<file path="src/rtl/serial_add_ctrl_pkg.sv">
// Shared definitions for the bit-serial adder/subtractor controller:
// state encoding, default operand width and counter sizing.
package serial_add_ctrl_pkg;

  typedef enum logic [1:0] {
    IDLE = 2'd0,
    RUN  = 2'd1,
    DONE = 2'd2
  } state_t;

  localparam int DEFAULT_WIDTH = 8;

  // Bits needed to count from 0 to w-1; at least one bit.
  function automatic int cnt_width(input int w);
    return (w > 1) ? $clog2(w) : 1;
  endfunction

endpackage

</file>
<file path="src/rtl/serial_add_ctrl_full_adder.sv">
// One-bit full adder cell, the only arithmetic element the serial
// controller steps across the operand bits.
module Full_adder (
  input  logic a,
  input  logic b,
  input  logic c,
  output logic sum,
  output logic carry
);

  assign sum   = a ^ b ^ c;
  assign carry = (a & b) | (c & (a ^ b));

endmodule

</file>
<file path="src/rtl/serial_add_ctrl.sv">
// Bit-serial add/subtract controller: accepts an operand pair, feeds one bit
// per clock (LSB first) through a single full adder, then presents the result.
module serial_add_ctrl
  import serial_add_ctrl_pkg::*;
#(
  parameter int WIDTH = DEFAULT_WIDTH
) (
  input  logic             clk,
  input  logic             rst_n,
  input  logic             in_valid,
  output logic             in_ready,
  input  logic [WIDTH-1:0] a,
  input  logic [WIDTH-1:0] b,
  input  logic             cin,
  input  logic             op_sub,
  output logic             out_valid,
  input  logic             out_ready,
  output logic [WIDTH-1:0] sum,
  output logic             cout,
  output logic             ovf
);

  localparam int            CW   = cnt_width(WIDTH);
  localparam logic [CW-1:0] LAST = CW'(WIDTH - 1);

  state_t           state;
  logic [WIDTH-1:0] shift_a;
  logic [WIDTH-1:0] shift_b;
  logic             carry;
  logic [CW-1:0]    count;
  logic             fa_sum;
  logic             fa_carry;

  Full_adder u_fa (
    .a     (shift_a[0]),
    .b     (shift_b[0]),
    .c     (carry),
    .sum   (fa_sum),
    .carry (fa_carry)
  );

  assign in_ready  = (state == IDLE);
  assign out_valid = (state == DONE);

  // Subtraction is folded into the load: B is inverted and the carry forced to 1.
  // On the last step the stored carry is the carry into the MSB.
  always_ff @(posedge clk) begin
    if (!rst_n) begin
      state   <= IDLE;
      shift_a <= '0;
      shift_b <= '0;
      carry   <= 1'b0;
      count   <= '0;
      sum     <= '0;
      cout    <= 1'b0;
      ovf     <= 1'b0;
    end else begin
      case (state)
        IDLE: begin
          if (in_valid) begin
            shift_a <= a;
            shift_b <= op_sub ? ~b : b;
            carry   <= op_sub ? 1'b1 : cin;
            count   <= '0;
            state   <= RUN;
          end
        end
        RUN: begin
          sum     <= {fa_sum, sum[WIDTH-1:1]};
          carry   <= fa_carry;
          shift_a <= {1'b0, shift_a[WIDTH-1:1]};
          shift_b <= {1'b0, shift_b[WIDTH-1:1]};
          if (count == LAST) begin
            cout  <= fa_carry;
            ovf   <= carry ^ fa_carry;
            state <= DONE;
          end else begin
            count <= count + CW'(1);
          end
        end
        DONE: begin
          if (out_ready) begin
            state <= IDLE;
          end
        end
        default: state <= IDLE;
      endcase
    end
  end

endmodule

</file>
<file path="config.mk">
export PLATFORM = sky130hd
export DESIGN_NAME = serial_add_ctrl
export DESIGN_NICKNAME = d
export VERILOG_FILES = /design/src/rtl/serial_add_ctrl_pkg.sv /design/src/rtl/serial_add_ctrl_full_adder.sv /design/src/rtl/serial_add_ctrl.sv
export SDC_FILE = /design/constraint.sdc
export NUM_CORES = 1
export LEC_CHECK = 0
export CELL_PAD_IN_SITES_DETAIL_PLACEMENT = 2
export CELL_PAD_IN_SITES_GLOBAL_PLACEMENT = 2
export CORE_MARGIN = 8
export CORE_UTILIZATION = 30
export CTS_CLUSTER_SIZE = 20
export DETAILED_ROUTE_END_ITERATION = 10
export PLACE_DENSITY = 0.9
export SETUP_SLACK_MARGIN = 0.3
export SYNTH_ARGS = -nofsm -noshare
export SYNTH_HDL_FRONTEND = slang
export SYNTH_SLANG_ARGS = --single-unit
</file>
<file path="constraint.sdc">
create_clock -name clk -period 1.8 [get_ports clk]
set_input_delay 0.18 -clock clk [delete_from_list [all_inputs] [get_ports clk]]
set_output_delay 0.18 -clock clk [all_outputs]
set_load 0.05 [all_outputs]
</file>
# --- Yosys cells after proc, flatten, opt, wreduce, memory -nomap -nowiden ---
# Index checks and enable logic that the tools add are counted.
op_classes:
  magnitude_cmp: 0
  n_reduce_logical: 6
  shift: 0
  add_sub_neg: 1
  div: 0
  n_mul: 0
  eq_ne: 7
  n_mux: 15
  bitwise_logic: 7
ops:
  columns: ["operator", "n"]
  rows:
  - ["$pmux W8 S2", 2]
  - ["$mux W8", 3]
  - ["$not A8 Y8", 1]
  - ["$mux W2", 3]
  - ["$mux W3", 2]
  - ["$ne A2 B2 Y1 const B", 3]
  - ["$pmux W2 S3", 1]
  - ["$pmux W3 S2", 1]
  - ["$reduce_and A3 Y1", 2]
  - ["$reduce_and A2 Y1", 2]
  - ["$add A3 B1 Y3 const B", 1]
  - ["$eq A3 B3 Y1 const B", 1]
  - ["$xor A1 B1 Y1", 3]
  - ["$and A1 B1 Y1", 2]
  - ["$eq A2 B1 Y1 const B", 1]
  - ["$eq A2 B2 Y1 const B", 1]
  - ["$logic_not A2 Y1", 1]
  - ["$mux W1", 2]
  - ["$ne A2 B1 Y1 const B", 1]
  - ["$pmux W1 S2", 1]
  - ["$reduce_bool A2 Y1", 1]
  - ["$or A1 B1 Y1", 1]
word_totals:
  n_memories: 0
  latch_bits: 0
  in_bits: 22
  ramBits: 0
  mem_bits_ro: 0
  regBits: 32
  word_cells: 44

# --- Longest topological paths before layout ---
logic_depth:
  ltp_word: 4
  mapped_depth: 5

# --- Modules after synthesis ---
# A second synthesis with hierarchy kept.
unflattened:
  cells_unflattened: 159
  hier_area_um2: 1512.7
modules_own_cells:
  columns: ["module", "area_each_um2", "cells_per_inst", "instances"]
  rows:
  - ["serial_add_ctrl", 1492.7, 158, 1]
  - ["Full_adder", 20.0, 1, 1]

# --- Worst setup path after synthesis ---
# OpenSTA, ideal clock, no wires.
synth_path:
  path_type: "register -> register"
  startpoint: "register state[1]"
  endpoint: "register state[1]"
  t_required_ps: 1733
  arrival_ps: 1482
  path_buffers: 1
  setup_slack_ps: 251
  stages_incl_launch_ff: 5
  cell_sequence: "dfxtp_1 buf_6 nor2b_1 a22oi_1 nor2_1"
synth_via:
  elab_chain_cells: 3
synth_lines:
  columns: ["element", "line", "text"]
  rows:
  - ["start, declared", "serial_add_ctrl.sv:26", "state_t state;"]
  - ["start signal, assigned", "serial_add_ctrl.sv:49", "state <= IDLE;"]
  - ["start signal, assigned", "serial_add_ctrl.sv:65", "state <= RUN;"]
  - ["start signal, assigned", "serial_add_ctrl.sv:76", "state <= DONE;"]
  - ["$eq A2 B2 Y1 *", null, null]
  - ["via out_valid", "serial_add_ctrl.sv:16", "output logic out_valid,"]
  - ["$ne A2 B1 Y1 (no source line)", null, null]
  - ["$reduce_and A3 Y1 (no source line)", null, null]
# The timed path passes the listed nets; every way through them passes the cells marked *.
# A chain may end at the register's enable or synchronous reset.

# --- Final worst setup path ---
layout_path:
  startpoint: "register count[0]"
  endpoint: "register count[1]"
layout_via:
  elab_chain_cells: 3
layout_lines:
  columns: ["element", "line", "text"]
  rows:
  - ["start, declared", "serial_add_ctrl.sv:30", "logic [CW-1:0] count;"]
  - ["start signal, assigned", "serial_add_ctrl.sv:78", "count <= count + CW'(1);"]
  - ["$add A3 B1 Y3 / $eq A3 B3 Y1 (equally long branches)", "serial_add_ctrl.sv:78, serial_add_ctrl.sv:73", null]
  - ["$mux W3 / $ne A2 B2 Y1 (equally long branches)", null, null]
  - ["$pmux W3 S2 / $reduce_and A3 Y1 (equally long branches)", null, null]
# Several ways; a longest one is shown, not always the timed one. The select of a mux whose other input is x is not followed.

==> results by group <==
Run status
  • Status: complete, no violations

Critical path
  • CP Data Arrival Time: 1560 ps
  • Crit Path Class: flop to flop
  • CP Capture Type: flop
  • Critical Path RT: 1960 ps
  • Crit Path Max Fanout: 7
  • Critical Path Start Type: flop

Route
  • Detailed Route WL: 3750 um
  • Drt drc: 0
  • DRT Pass-1 Iters: 4
  • Met1 wire length: 1680 um
  • Met2 WL post-DR: 1820 um
  • Via count: 1232
  • Routed Antenna Nets: 0
  • DR WL/cell: 14.1 um
  • Met3 wire len: 183 um
  • Top Layer Used: met4
  • Via density: 4.65
  • Initial DRC count: 69

Final layout
  • Finished Cell Area: 1960 um^2
  • Net count, final: 219
  • Post-layout util: 39.2%
  • FF+latch area: 643 um^2
  • Multi-input gate area: 772 um^2
  • Fillcell total: 585
  • Area grow syn2layout: 28.8%
  • Share of layout cells above drive strength 1: 17.4%
  • Ant diodes: 0

Power
  • Leak: 0.000746 uW
  • Clock Power Share: 34.7%
  • Switching fraction of total power: 26.6%
  • Power Dens Cells: 833 nW/um^2
  • Cell internal pwr: 1200 uW
  • Comb pwr share: 17.1%
  • Worst VDD drop: 285 uV
  • Seq pwr share: 48.2%
  • Net Switching: 434 uW

STA
  • Clock period minus worst slack: 1400 ps
  • Worst-Margin Slew: 503 ps
  • Slew Limit Fails: 0
  • Worst setup margin: 404 ps
  • Final Setup Violations: 0
  • Setup TNS: 0 ps
  • RSZ-0062 raised after global routing: false
  • Max Freq: 716 MHz
  • Final worst-path cycle share: 77.5%
  • Slew margin rel.: 66.6%
  • Final Hold Vio Count: 0
  • Final hold slack: 456 ps
  • Clk_skew: 5.96 ps

Flow run
  • Max Cap Viol: 0

Logic synthesis
  • Post-synth EDFFs: 0
  • Post-synthesis async set-or-reset flop share: 0%
  • Syn_area_per_cell: 9.52 um^2
  • Ys Warns: 0
  • Synthesized Nets: 185
  • Dominant synthesized flop cell: dfxtp_1
  • Mapped Area: 1520 um^2
  • Yosys reg bits: 32
  • Mapped Cells: 160
  • Post-synthesis sequential area ratio: 42.1%
  • Post-synth cell types: 32

Clock network
  • CTS Buf Count: 5
  • Clock sinks: 32
  • CTS tree: done
  • Root buf cell: clkbuf_8
  • Clk_lat worst skew: 280 ps
  • Post-CTS Hold Buffers: 0
  • Clock buffer depth: 2
  • H-tree levels: 2
  • Reg clk slew, reported paths: 70 ps

Place
  • Post-Place Setup Slack: 256 ps
  • Buffers on Ports: 33
  • HPWL Detailed: 2880 um
  • Placed Area: 1880 um^2
  • Gpl congestion: 0.755

Die
  • Row cnt: 26
  • IO Pins: 34
  • Core Box Area: 5010 um^2
  • Die width: 87.2 um
  • Initial Util: 30.4%
  • Chip height: 87.2 um
  • Total Die Area: 7610 um^2

Global route
  • Antenna violations before repair: 0
  • Global-route wire length before repair: 6420 um
  • Largest net degree at the start of global routing: 23
  • Gr usage total: 10.8%
  • Total grt overflow: 0
  • Vias in the first global route: 1362

Min path
  • Hold WC Path Type: flop to flop
==> stage by stage <==
stage          std cells  power [uW]
2_1_floorplan        160         997
3_5_place_dp         257        1090
3_3_place_gp         257        1080
6_report             265        1630
5_1_grt              265        1720
4_1_cts              265        1660
==> worst max-delay path, cell delays in order (launching register included) <==
cell and delay (ps):
dfxtp_1 310, ha_1 190, ha_1 260, nand2b_1 200, a21oi_2 210, o21ai_0 110
==> Yosys cell counts (all sizes together) (2+ instances only) <==
cell	count	area share, %
dfxtp	32	42
nand2	21	5.2
nor2	18	5.4
a211oi	14	8.9
a21oi	12	3.9
o21ai	10	3.3
buf	8	5.7
xnor2	8	4.6
mux2i	7	4.6
inv	5	1.2
a22oi	3	1.5
clkbuf	3	0.74
nand2b	3	1.7
ha	2	1.6
==> cell type report <==
class                           instances  area share [%]
Sequential cell                        32            32.8
Tap cell                               70            4.46
Multi-Input combinational cell        112            39.3
Inverter                                5           0.957
Timing Repair Buffer                   38            17.9
Clock buffer                            8            4.59
==> final timing paths <==
check                   startpoint  depth (start not counted)  slack, ps               endpoint
max reg2reg  count[0]$_SDFFE_PN0P_                          5        400  count[1]$_SDFFE_PN0P_
min            sum[0]$_SDFFE_PN0N_                          2        460    sum[0]$_SDFFE_PN0N_
max          count[0]$_SDFFE_PN0P_                          5        400  count[1]$_SDFFE_PN0P_
min reg2reg    sum[0]$_SDFFE_PN0N_                          2        460    sum[0]$_SDFFE_PN0N_
==> sequential cells by signal, indices dropped and copies added (netlist names) <==
register and cells:
carry 1, ovf 1, state 2, shift_b 8, shift_a 8, sum 8, count 3, cout 1
==> cell families (layout without fill, tap and decap cells) <==
family	Yosys count	count (layout)	synth area share, %
buffers and inverters	16	51	7.64
AOI/OAI and AO/OA	44	44	21.0
muxes	7	7	4.60
adders and majority gates	3	3	2.96
and+or+nand+nor	49	49	16.6
DFF	32	32	42.1
xor gates and xnor gates	9	9	5.18
==> repair_timing <==
action	in CTS	in global routing
cloned	0	0
gates resized for setup	11	2
buffers inserted	0	0
setup endpoints to repair	14	4
==> metal layers <==
| layer | vias up | GRT usage (%) |
|---|---|---|
| li1 | 614 | - |
| met3 | 4 | 3.21 |
| met1 | 588 | 11.9 |
| met5 | - | 0 |
| met4 | 0 | 5.00 |
| met2 | 26 | 18.5 |
==> power groups by stage <==
stage | registers (uW) | logic (uW) | clock network [uW]
after floorplan | 801 | 196 | 0
after global placement | 802 | 273 | 0
after detailed placement | 804 | 286 | 0
after CTS | 789 | 285 | 582
after global routing | 793 | 310 | 617
final | 788 | 279 | 567
==> cells in the final DEF, fill, tap and decap left out, types with 7 or more instances in the layout <==
master	count
o21ai_0	10
dlygate4sd2_1	10
clkdlybuf4s50_1	21
nor2_1	12
mux2i_1	7
nand2_1	21
a211oi_1	8
buf_4	7
dfxtp_1	30
a21oi_1	11
xnor2_1	8
(Power assumes the default switching activity.)
